`config.mk`:
```
export PLATFORM = sky130hd
export DESIGN_NAME = uart_tx_seq
export DESIGN_NICKNAME = d
export VERILOG_FILES = /design/src/rtl/uart_tx_seq.sv
export SDC_FILE = /design/constraint.sdc
export NUM_CORES = 1
export LEC_CHECK = 0
export CAP_MARGIN = 15
export CORE_MARGIN = 1
export CORE_UTILIZATION = 55
export DETAILED_ROUTE_END_ITERATION = 8
export GPL_TIMING_DRIVEN = 0
export PLACE_DENSITY = 0.77
export SLEW_MARGIN = 20
export SYNTH_ARGS = -nofsm -noshare
export SYNTH_HDL_FRONTEND = slang
export SYNTH_SLANG_ARGS = --single-unit
export TNS_END_PERCENT = 10
```
`constraint.sdc`:
```
create_clock -name clk_i -period 4.39 [get_ports clk_i]
set_input_delay 0.878 -clock clk_i [delete_from_list [all_inputs] [get_ports clk_i]]
set_output_delay 0.878 -clock clk_i [all_outputs]
set_load 0.01 [all_outputs]
```
`src/rtl/uart_tx_seq.sv`:
```
// uart_tx_seq: UART transmitter with a transmit FIFO and frame sequencer.
//
// Bytes written through wr_en_i/wr_data_i are queued in a FIFO. While
// send_i is high, queued bytes are sent as frames:
//   start bit (0), DATA_W data bits LSB-first, optional parity, 1 or 2 stop bits.
// Frames run back-to-back with no idle bit. When the last frame ends and
// the FIFO is empty, done_o and we_reg_control_o pulse together, so the
// control register can clear its send bit.
//
// Ports
//   clk_i            : clock; all state changes on the rising edge
//   rst_i            : asynchronous active-high reset
//   baud_tick_i      : one-cycle pulse per bit period
//   wr_en_i          : FIFO write request
//   wr_data_i        : byte to enqueue
//   send_i           : level enable for launching frames
//   parity_mode_i    : 00 none, 01 even, 10 odd, 11 none
//   stop2_i          : 0 one stop bit, 1 two stop bits
//   tx_o             : registered serial line, idles high
//   busy_o           : high whenever the sequencer is not IDLE
//   full_o, empty_o  : FIFO status
//   count_o          : FIFO occupancy
//   wr_ovf_o         : one-cycle pulse after a rejected write
//   we_reg_control_o : one-cycle pulse requesting the send bit be cleared
//   done_o           : one-cycle pulse, same cycle as we_reg_control_o
module uart_tx_seq #(
    parameter int DATA_W     = 8,
    parameter int FIFO_DEPTH = 8
) (
    input  logic                            clk_i,
    input  logic                            rst_i,
    input  logic                            baud_tick_i,
    input  logic                            wr_en_i,
    input  logic [DATA_W-1:0]               wr_data_i,
    input  logic                            send_i,
    input  logic [1:0]                      parity_mode_i,
    input  logic                            stop2_i,
    output logic                            tx_o,
    output logic                            busy_o,
    output logic                            full_o,
    output logic                            empty_o,
    output logic [$clog2(FIFO_DEPTH+1)-1:0] count_o,
    output logic                            wr_ovf_o,
    output logic                            we_reg_control_o,
    output logic                            done_o
);

    localparam int AW  = $clog2(FIFO_DEPTH);
    localparam int CW  = $clog2(FIFO_DEPTH + 1);
    localparam int BCW = $clog2(DATA_W);
    localparam logic [BCW-1:0] LAST_BIT = BCW'(DATA_W - 1);
    localparam logic [CW-1:0]  DEPTH_C  = CW'(FIFO_DEPTH);

    typedef enum logic [2:0] {
        IDLE,
        START,
        DATA,
        PARITY,
        STOP
    } state_t;

    // Even parity is the XOR of the data bits; odd parity is its inverse.
    function automatic logic parity_bit(input logic [DATA_W-1:0] d, input logic odd);
        return (^d) ^ odd;
    endfunction

    // ------------------------------------------------------------------
    // Transmit FIFO
    // ------------------------------------------------------------------
    logic [DATA_W-1:0] mem [FIFO_DEPTH];
    logic [AW-1:0]     wr_ptr_q;
    logic [AW-1:0]     rd_ptr_q;
    logic [CW-1:0]     count_q;
    logic              wr_ovf_q;
    logic              push;
    logic              pop;
    logic [DATA_W-1:0] head;

    assign full_o  = (count_q == DEPTH_C);
    assign empty_o = (count_q == '0);
    // Acceptance looks at occupancy before any pop in the same cycle.
    assign push    = wr_en_i && !full_o;
    assign head    = mem[rd_ptr_q];

    // Storage is data only and carries no reset.
    always_ff @(posedge clk_i) begin
        if (push) begin
            mem[wr_ptr_q] <= wr_data_i;
        end
    end

    // Pointers wrap naturally because FIFO_DEPTH is a power of two.
    always_ff @(posedge clk_i or posedge rst_i) begin
        if (rst_i) begin
            wr_ptr_q <= '0;
            rd_ptr_q <= '0;
            count_q  <= '0;
            wr_ovf_q <= 1'b0;
        end else begin
            if (push) begin
                wr_ptr_q <= wr_ptr_q + AW'(1);
            end
            if (pop) begin
                rd_ptr_q <= rd_ptr_q + AW'(1);
            end
            if (push && !pop) begin
                count_q <= count_q + CW'(1);
            end else if (pop && !push) begin
                count_q <= count_q - CW'(1);
            end
            wr_ovf_q <= wr_en_i && full_o;
        end
    end

    // ------------------------------------------------------------------
    // Frame sequencer
    // ------------------------------------------------------------------
    state_t            state_q;
    state_t            state_d;
    logic              tx_q;
    logic              tx_d;
    logic [DATA_W-1:0] shift_q;
    logic [BCW-1:0]    bit_cnt_q;
    logic [BCW-1:0]    bit_cnt_d;
    logic              stop_cnt_q;
    logic              stop_cnt_d;
    logic              par_en_q;
    logic              par_q;
    logic              stop2_q;
    logic              done_q;
    logic              done_d;
    logic              launch;
    logic              shift_adv;
    logic              can_launch;

    assign pop        = launch;
    assign can_launch = send_i && !empty_o;

    always_comb begin
        state_d    = state_q;
        tx_d       = tx_q;
        bit_cnt_d  = bit_cnt_q;
        stop_cnt_d = stop_cnt_q;
        done_d     = 1'b0;
        launch     = 1'b0;
        shift_adv  = 1'b0;

        if (baud_tick_i) begin
            case (state_q)
                IDLE: begin
                    if (can_launch) begin
                        launch  = 1'b1;
                        tx_d    = 1'b0;
                        state_d = START;
                    end
                end
                START: begin
                    tx_d      = shift_q[0];
                    shift_adv = 1'b1;
                    bit_cnt_d = '0;
                    state_d   = DATA;
                end
                DATA: begin
                    // bit_cnt_q is the index of the bit currently on the line.
                    if (bit_cnt_q == LAST_BIT) begin
                        if (par_en_q) begin
                            tx_d    = par_q;
                            state_d = PARITY;
                        end else begin
                            tx_d       = 1'b1;
                            stop_cnt_d = 1'b0;
                            state_d    = STOP;
                        end
                    end else begin
                        tx_d      = shift_q[0];
                        shift_adv = 1'b1;
                        bit_cnt_d = bit_cnt_q + BCW'(1);
                    end
                end
                PARITY: begin
                    tx_d       = 1'b1;
                    stop_cnt_d = 1'b0;
                    state_d    = STOP;
                end
                STOP: begin
                    if (stop2_q && !stop_cnt_q) begin
                        stop_cnt_d = 1'b1;
                    end else begin
                        // Final stop tick: chain straight into the next start bit.
                        if (can_launch) begin
                            launch  = 1'b1;
                            tx_d    = 1'b0;
                            state_d = START;
                        end else begin
                            state_d = IDLE;
                        end
                        done_d = empty_o;
                    end
                end
                default: begin
                    state_d = IDLE;
                end
            endcase
        end
    end

    always_ff @(posedge clk_i or posedge rst_i) begin
        if (rst_i) begin
            state_q    <= IDLE;
            tx_q       <= 1'b1;
            bit_cnt_q  <= '0;
            stop_cnt_q <= 1'b0;
            par_en_q   <= 1'b0;
            par_q      <= 1'b0;
            stop2_q    <= 1'b0;
            done_q     <= 1'b0;
        end else begin
            state_q    <= state_d;
            tx_q       <= tx_d;
            bit_cnt_q  <= bit_cnt_d;
            stop_cnt_q <= stop_cnt_d;
            done_q     <= done_d;
            // Frame options are frozen at launch so later input changes
            // cannot disturb the frame in flight.
            if (launch) begin
                par_en_q <= (parity_mode_i == 2'b01) || (parity_mode_i == 2'b10);
                par_q    <= parity_bit(head, parity_mode_i == 2'b10);
                stop2_q  <= stop2_i;
            end
        end
    end

    // Shift register is data only and carries no reset.
    always_ff @(posedge clk_i) begin
        if (launch) begin
            shift_q <= head;
        end else if (shift_adv) begin
            shift_q <= shift_q >> 1;
        end
    end

    assign tx_o             = tx_q;
    assign busy_o           = (state_q != IDLE);
    assign count_o          = count_q;
    assign wr_ovf_o         = wr_ovf_q;
    assign we_reg_control_o = done_q;
    assign done_o           = done_q;

endmodule

```
==> reports/metrics.csv <==
metric,value,unit
Initial DRC Count,101,
Initial Utilization,57.0,%
die area,7910,sq um
P_leak,1.76,nW
share of synthesized registers carrying an async set or reset,24.2,%
Clock Skews,0.0131,ns
final core utilization,65.3,%
drt drc,0,
Final setup viols,0,
synth-to-layout area growth,14.5,%
Wirelength per Cell,17.2,microns
number of global-route vias before repair,2116,
Tcrit/Tclk final,72.3,%
postcts setup bufs,0,
Power Density,658,nW/um^2
"Cell Count, Final, Fillers Out",399,
Rel. slew slack,39.4,%
max-slew violations,0,
fin crit period,3.17,ns
ys flop type,edfxtp_1,
Max Freq,315,MHz
post-synthesis adder-cell area fraction,2.89,%
largest family of logic cells by synthesized area,multiplexers,
Post-CTS Resized,0,
pre-CTS WS,0.885,ns
Synth Area in XOR/XNOR,3.67,%
Syn Inst Count,258,
number of I/O pins,27,
post-synthesis compound-gate area fraction,4.76,%
Die Wd,88.9,microns
Post-synth EDFFs,72,
Total GRT Usage,19.2,%
cell taking the most area after synthesis,edfxtp_1,
sequential area share after synthesis,65.9,%
clock root buffer,clkbuf_8,
hold_buf cts,0,
multi-input logic area,1340,sq um
crit start category,flop,
initial antenna violation count,0,
hold violation total from the final report,0,
Synth Area in Simple Gates,5.63,%
layout cells sized above 1,13.7,%
YS warnings,0,
placed cells,383,
Max-cap violations,0,
largest net degree at the start of global routing,24,
CP Max Fanout,10,
Mapped Nets,283,
Hold Crit Class,flop to flop,
worst hold slack,0.506,ns
DP Area,4560,sq um
Finished Cell Area,4760,sq um
HPWL Detailed,4620,microns
Worst-Margin Slew,0.903,ns
top cell type's share of synthesized area,52.0,%
Synth area leaders,"edfxtp_1 (52%), dfrtp_1 (13%), mux4_1 (9.5%)",
Nets,320,
WL final,6870,microns
CP required,4.64,ns
Crit. End Element,flop,
CTS tree,done,
global-route wire length before repair,10500,microns
I/O Buffers,25,
num rows,31,
Detailed Routing Iterations Pass 1,4,
WS Path Type,flop to flop,
worst vdd ir,0.247,mV
Die Y,88.9,microns
CTS Buffer Depth,2,
Worst-path clk slew,0.10,ns
insertion delay to the later sink of the worst-skew pair,0.37,ns
Core Area,7290,sq um
Mean Syn Cell Area,16.1,sq um
Overall Power,3.13,mW
total gr overflow,0,
post-route ant nets,0,
n_diodes,0,
RSZ-0062 raised after global routing,no,
Worst EP arrival,3.43,ns
H-tree Lvls,3,
Yosys reg bits,95,
CTS buffer count,9,
sequential cell area,2740,sq um
vias per cell,5.66,
setup TNS,0,ns
routability congestion estimate,0.828,
Layout fillers,532,
Synth Cell Area,4160,sq um
outcome,completed,
mux cell area share after synthesis,14.6,%
Yosys cell types,42,
Final WS setup,1.22,ns
vias,2257,
Sink Count,95,
-- worst max-delay path, stage by stage (launching register included) --
cell and delay (ns):
dfrtp_1 0.46, nor3_1 0.32, nand2b_1 0.17, nand2_1 0.14, a211o_1 0.17, clkbuf_1 0.45
ha_1 0.29, inv_1 0.09, ha_1 0.27, a21o_1 0.17, a21oi_1 0.17, xnor2_1 0.14
nor2_1 0.07, xor2_1 0.14
-- layout make-up --
type	count	share of cell area [%]
inverters	9	0.710
well taps	99	2.60
clock inverters	7	1.50
repair buffers	26	5.42
clock buffers	9	2.60
plain buffers	12	1.55
flip-flops and latches	95	57.5
multi-input cells	142	28.1
-- metal layers --
metal | up-vias | track usage (%) | share of wire, %
met5 | - | 0 | 0
met4 | 0 | 8.37 | 1.8
met3 | 15 | 5.26 | 4.5
met2 | 40 | 29.7 | 49
met1 | 1143 | 26.0 | 45
li1 | 1059 | - | -
-- worst paths after layout --
path                                  from    endpoint  slack [ns]  cells after the start
max in group asynchronous            rst_i  state_q[1]        2.85                      2
worst min-delay path                 par_q       par_q        0.51                      2
worst min register to register       par_q       par_q        0.51                      2
worst max register to register  count_o[0]  count_o[3]        1.22                     13
min in group asynchronous            rst_i  count_o[1]        0.99                      2
worst max-delay path            count_o[0]  count_o[3]        1.22                     13
-- Yosys cell counts, types with 4 or more instances --
cell       n
nand2_1   22
o21ai_0   12
dfrtp_1   22
inv_1      9
mux2i_1    5
ha_1       8
mux2_2    11
xor2_1     4
nor2_1    10
mux4_1    15
nor3_1     7
edfxtp_1  72
a21oi_1    6
clkbuf_1   7
xnor2_1    9
-- power breakdown --
| part | leakage (nW) | switching (mW) | internal, mW | total (mW) |
|---|---|---|---|---|
| sequential | 0.939 | 0.120 | 1.20 | 1.32 |
| combinational | 0.729 | 0.597 | 0.646 | 1.24 |
| clock | 0.0953 | 0.347 | 0.226 | 0.572 |
| total | 1.76 | 1.06 | 2.07 | 3.13 |
-- registers in the layout (all words and copies together), names as in the netlist --
name and count:
state_q 3, mem 64, wr_ptr_q 3, wr_ovf_o 1
stop2_q 1, stop_cnt_q 1, rd_ptr_q 3, done_o 1
par_en_q 1, count_o 4, shift_q 8, par_q 1
tx_o 1, bit_cnt_q 3
-- kinds of logic (layout without fill, tap and decap cells) --
family          after synthesis  in the layout
fa+ha+maj                     9              9
simple gates                 52             52
mux                          33             33
buf+inv                      21             63
flops                        95             95
compound gates               33             33
xor+xnor                     15             15
-- cell usage in the layout (no fill, tap or decap), drive strengths merged, types with 4 or more instances in the layout --
master         netlist  routed
edfxtp              72      72
clkdlybuf4s50        0      25
nand2               22      22
dfrtp               22      22
mux4                16      16
clkbuf               7      16
inv                  9      14
o21ai               13      13
mux2                12      12
nor2                10      10
xnor2               10      10
ha                   8       8
nor3                 7       7
a21oi                6       6
buf                  5       6
mux2i                5       5
xor2                 4       4
Power figures use the tool's default switching activity.
==> RTL edit 1, RTL diff (same settings) <==
The 5 states of `state_t` get a Gray code encoding in 3 bits.
--- a/src/rtl/uart_tx_seq.sv
+++ b/src/rtl/uart_tx_seq.sv
@@ -52,11 +52,11 @@
     localparam logic [CW-1:0]  DEPTH_C  = CW'(FIFO_DEPTH);
 
     typedef enum logic [2:0] {
-        IDLE,
-        START,
-        DATA,
-        PARITY,
-        STOP
+        IDLE   = 3'b000,
+        START  = 3'b001,
+        DATA   = 3'b011,
+        PARITY = 3'b010,
+        STOP   = 3'b110
     } state_t;
 
     // Even parity is the XOR of the data bits; odd parity is its inverse.
Function: no difference found for any inputs over 10 cycles, from zero or initial values and one cycle with rst_i high; not proved beyond that.
==> RTL edit 1 against the original RTL <==
- clock power is 5.4% lower
- sequential cell count stayed put
- total power decreased by 8.1%
- setup slack worse by 0.22 ns
- clock skew down 0.0033 ns
- non-clock buffer count grew 3
- maximum frequency decreased by 6.4%
- count of clock-buffer cells in the layout stayed put
- final area down 0.74%
- routed wire length up 1.7%
- synthesized area is 1.7% lower
- critical path type is now input pin to flip-flop
- largest cell class unchanged
- largest power group unchanged
==> RTL edit 1: results (changes against the original RTL) <==
| Metric | Value |
|---|---|
| Cell class contributing the biggest share of worst-path delay | buffers and inverters |
| Multiplexer share of the synthesized area | 0.1354 (-0.01032) |
| Global-route wire length before repair | 11.16 mm (+6.3%) |
| Worst Hold Path EP | stop_cnt_q |
| Non-CTS inverters | 11 (+2) |
| Largest incremental delay on the critical path | 0.57 ns (+0.11 ns) |
| Met1 Resource Use GR | 0.2769 (+0.01697) |
| Area of the multi-input gates | 1261 µm² (-5.6%) |
| Slowest cell on the critical path | sky130_fd_sc_hd__clkdlybuf4s50_1 |
| Post-Synthesis Net Count | 275 (-2.8%) |
| Placed wire-length estimate after detailed placement | 4.816 mm (+4.3%) |
| Synth top cells by count | 72 x sky130_fd_sc_hd__edfxtp_1, 22 x sky130_fd_sc_hd__dfrtp_1, 20 x sky130_fd_sc_hd__nand2_1, 13 x sky130_fd_sc_hd__nor2_1 |
| Xor-xnor portion of the synthesized cell area | 0.03737 (+0.0006411) |
| GRT Total Usage | 0.2050 (+0.01312) |
| Total number of multi-input combinational cells | 135 (-4.9%) |
| Clk_lat worst skew | about 0.36 ns |
| Arrival time of the worst setup path | 3.63 ns (+0.20 ns) |
| Routed WL per cell | 17.59 µm (+2.2%) |
| Fraction of area in non-clock buffers | 0.07892 (+0.009256) |
| Fraction of the yosys area taken by sequential cells | 0.6704 (+0.01150) |
| Global Route met3 Usage | 0.03487 (-0.01776) |
| Post-Synth Adder-Cell Area | 0.02940 (+0.0005045) |
| Peak VDD IR | 306.4 µV (+24%) |
| Worst setup path startpoint | baud_tick_i |
| Share of layout cells above drive strength 1 | 0.1879 (+0.05125) |
| Number of I/O port buffers | 26 (+4.0%) |
| Result of the run | finished clean |
| Total leakage power | 1.732 nW (-1.8%) |
| Share of total power in combinational logic | 0.354 (-0.043) |
| Buffer count excluding the clock tree in the final layout | 41 (+7.9%) |
| Number of DRC markers in iteration 0 | 139 (+38%) |
| Gp weighted congestion | 0.7697 (-7.0%) |
| Detailed Route WL | 6.983 mm (+1.7%) |
| Fill count | 536 (+0.75%) |
| Worst Clk Skew | 0.009831 ns (-0.003281 ns) |
| Final net count | 318 (-0.63%) |
| Switching share of total power | 0.3232 (-0.01643) |
| Startpoint of the worst hold path | stop_cnt_q |
## RTL edit 1: changes by cell type after synthesis, sizes merged, moves of 3 or more
cell,change
a22oi,-3
o21ai,-8
nor2,+3
a21oi,+6
clkbuf,-3
## RTL edit 1: per-layer routing
metal	vias to the layer above	routed length, µm
met3	17	244
met2	49	3398
met4	0	226
met5	-	0
met1	1093	3113
li1	1036	-
## RTL edit 1: worst min-delay path, stage by stage (launching register included)
cell,delay (ns)
sky130_fd_sc_hd__dfrtp_1,0.36
sky130_fd_sc_hd__a31oi_1,0.04
sky130_fd_sc_hd__nor2_1,0.07
## RTL edit 1: per-stage QoR
stage	worst slack (ns)	power (mW)	hold WS [ns]	cell area (µm²)	util
4_1_cts	0.9923	2.905	0.5075	4725	0.6549
6_report	0.9983	2.879	0.5017	4725	0.6549
3_3_place_gp	0.6045	2.302	0.4675	4469	0.6195
2_1_floorplan	1.560	2.064	0.4538	4085	-
3_5_place_dp	0.6146	2.365	0.4838	4538	0.6290
5_1_grt	0.7538	3.048	0.5353	4725	0.6549
==> RTL edit 2, RTL diff (same settings) <==
Made on the original files. Set the parameter `FIFO_DEPTH` to 4 (it was 8).
--- a/src/rtl/uart_tx_seq.sv
+++ b/src/rtl/uart_tx_seq.sv
@@ -25,7 +25,7 @@
 //   done_o           : one-cycle pulse, same cycle as we_reg_control_o
 module uart_tx_seq #(
     parameter int DATA_W     = 8,
-    parameter int FIFO_DEPTH = 8
+    parameter int FIFO_DEPTH = 4
 ) (
     input  logic                            clk_i,
     input  logic                            rst_i,
Interface: changed (resized count_o); port bits go from 27 to 26. No check against the original RTL was run, so the function may have changed too.
==> RTL edit 2 against the original RTL <==
- setup slack gained 0.27 ns
- total power shrank 26%
- count of clock-buffer cells in the layout is the same
- register-to-register slack gained 0.35 ns
- synthesized area shrank 35%
- sequential cell count shrank 35
- final area shrank 31%
- routed wire length shrank 37%
- critical endpoint is now count_o[1]
- largest power group unchanged
==> RTL edit 2: results (changes against the original RTL) <==
| Metric | Value |
|---|---|
| Final net count | 242 (-24%) |
| Synth top cells by count | 40 x sky130_fd_sc_hd__edfxtp_1, 19 x sky130_fd_sc_hd__dfrtp_1, 11 x sky130_fd_sc_hd__inv_1, 11 x sky130_fd_sc_hd__nand2_1 |
| Post-synthesis compound-gate area fraction | 0.05920 (+0.01164) |
| Setup slack of the most critical reg-to-reg path | 1.57 ns (+0.35 ns) |
| Largest net degree at the start of global routing | 21 (-13%) |
| Result of the run | finished clean |
| Dominant cells by area after synthesis | sky130_fd_sc_hd__edfxtp_1 44%, sky130_fd_sc_hd__dfrtp_1 18%, sky130_fd_sc_hd__mux4_1 3.9% |
| Total number of multi-input combinational cells | 103 (-27%) |
| Count of flip-flops with a built-in enable after synthesis | 40 (-44%) |
| Cell class contributing the biggest share of worst-path delay | buffers and inverters |
| Arrival time of the worst setup path | 3.13 ns (-0.30 ns) |
| Clk_lat worst skew | 0.34 ns (-0.03 ns) |
| Logic power comb | 0.815 mW (-34%) |
| Detailed Route WL | 4.359 mm (-37%) |
| Slowest cell on the critical path | sky130_fd_sc_hd__clkdlybuf4s50_1 |
| Pre-CTS setup slack | 1.148 ns (+0.2635 ns) |
| Total leakage power | 1.268 nW (-28%) |
| Placed wire-length estimate after detailed placement | 3.089 mm (-33%) |
| Vias per inst | 5.349 (-5.4%) |
| Fill count | 317 (-40%) |
| Global-route wire length before repair | 7.431 mm (-29%) |
| Fraction of area in non-clock buffers | 0.08935 (+0.01968) |
| Cell count after synthesis | 182 (-29%) |
| Vias in the first global route | 1,596 (-25%) |
| Synth cell types | 40 (-4.8%) |
| Worst-case reg-to-reg path depth | 10 (-3) |
| Number of I/O port buffers | 24 (-4.0%) |
| Largest incremental delay on the critical path | 0.44 ns (-0.02 ns) |
## RTL edit 2: cell types whose count changed after synthesis, sizes merged, moves of 3 or more
cell	before	now
and2	0	6
a21oi	6	3
nor3	7	2
nand3	3	0
mux2	12	9
mux4	16	8
edfxtp	72	40
xnor2	10	7
nand2	22	11
dfrtp	22	19
mux2i	5	1
## RTL edit 2: metal layers
| metal | wire, µm | vias to the layer above | share of wire | global-route usage |
|---|---|---|---|---|
| li1 | - | 738 | - | - |
| met1 | 1846 | 746 | 0.42 | 0.2320 |
| met2 | 2206 | 50 | 0.51 | 0.3281 |
| met3 | 214 | 12 | 0.049 | 0.06250 |
| met4 | 92 | 0 | 0.021 | 0.09368 |
| met5 | 0 | - | 0 | 0 |
## RTL edit 2: metrics by stage
stage	instance area [µm²]	util	power, mW
2_1_floorplan	2705	-	1.498
3_3_place_gp	3029	0.6413	1.674
3_5_place_dp	3029	0.6413	1.725
4_1_cts	3277	0.6938	2.337
5_1_grt	3277	0.6938	2.463
6_report	3277	0.6938	2.313
## RTL edit 2: logic make-up after synthesis
group                    Yosys count
flip-flops                        60
adder cells (fa/ha/maj)            9
buffers and inverters             19
XOR/XNOR                          13
AO/OA/AOI/OAI                     25
multiplexers                      18
AND/OR/NAND/NOR                   38
## RTL edit 2: worst max path at each step
stage / to / from / slack, ns
after floorplan: count_o[1] / baud_tick_i / 1.77
after detailed placement: count_o[1] / send_i / 1.15
after global routing: count_o[1] / send_i / 1.38
final: count_o[1] / send_i / 1.48
after global placement: count_o[1] / send_i / 1.22
after CTS: count_o[1] / send_i / 1.51
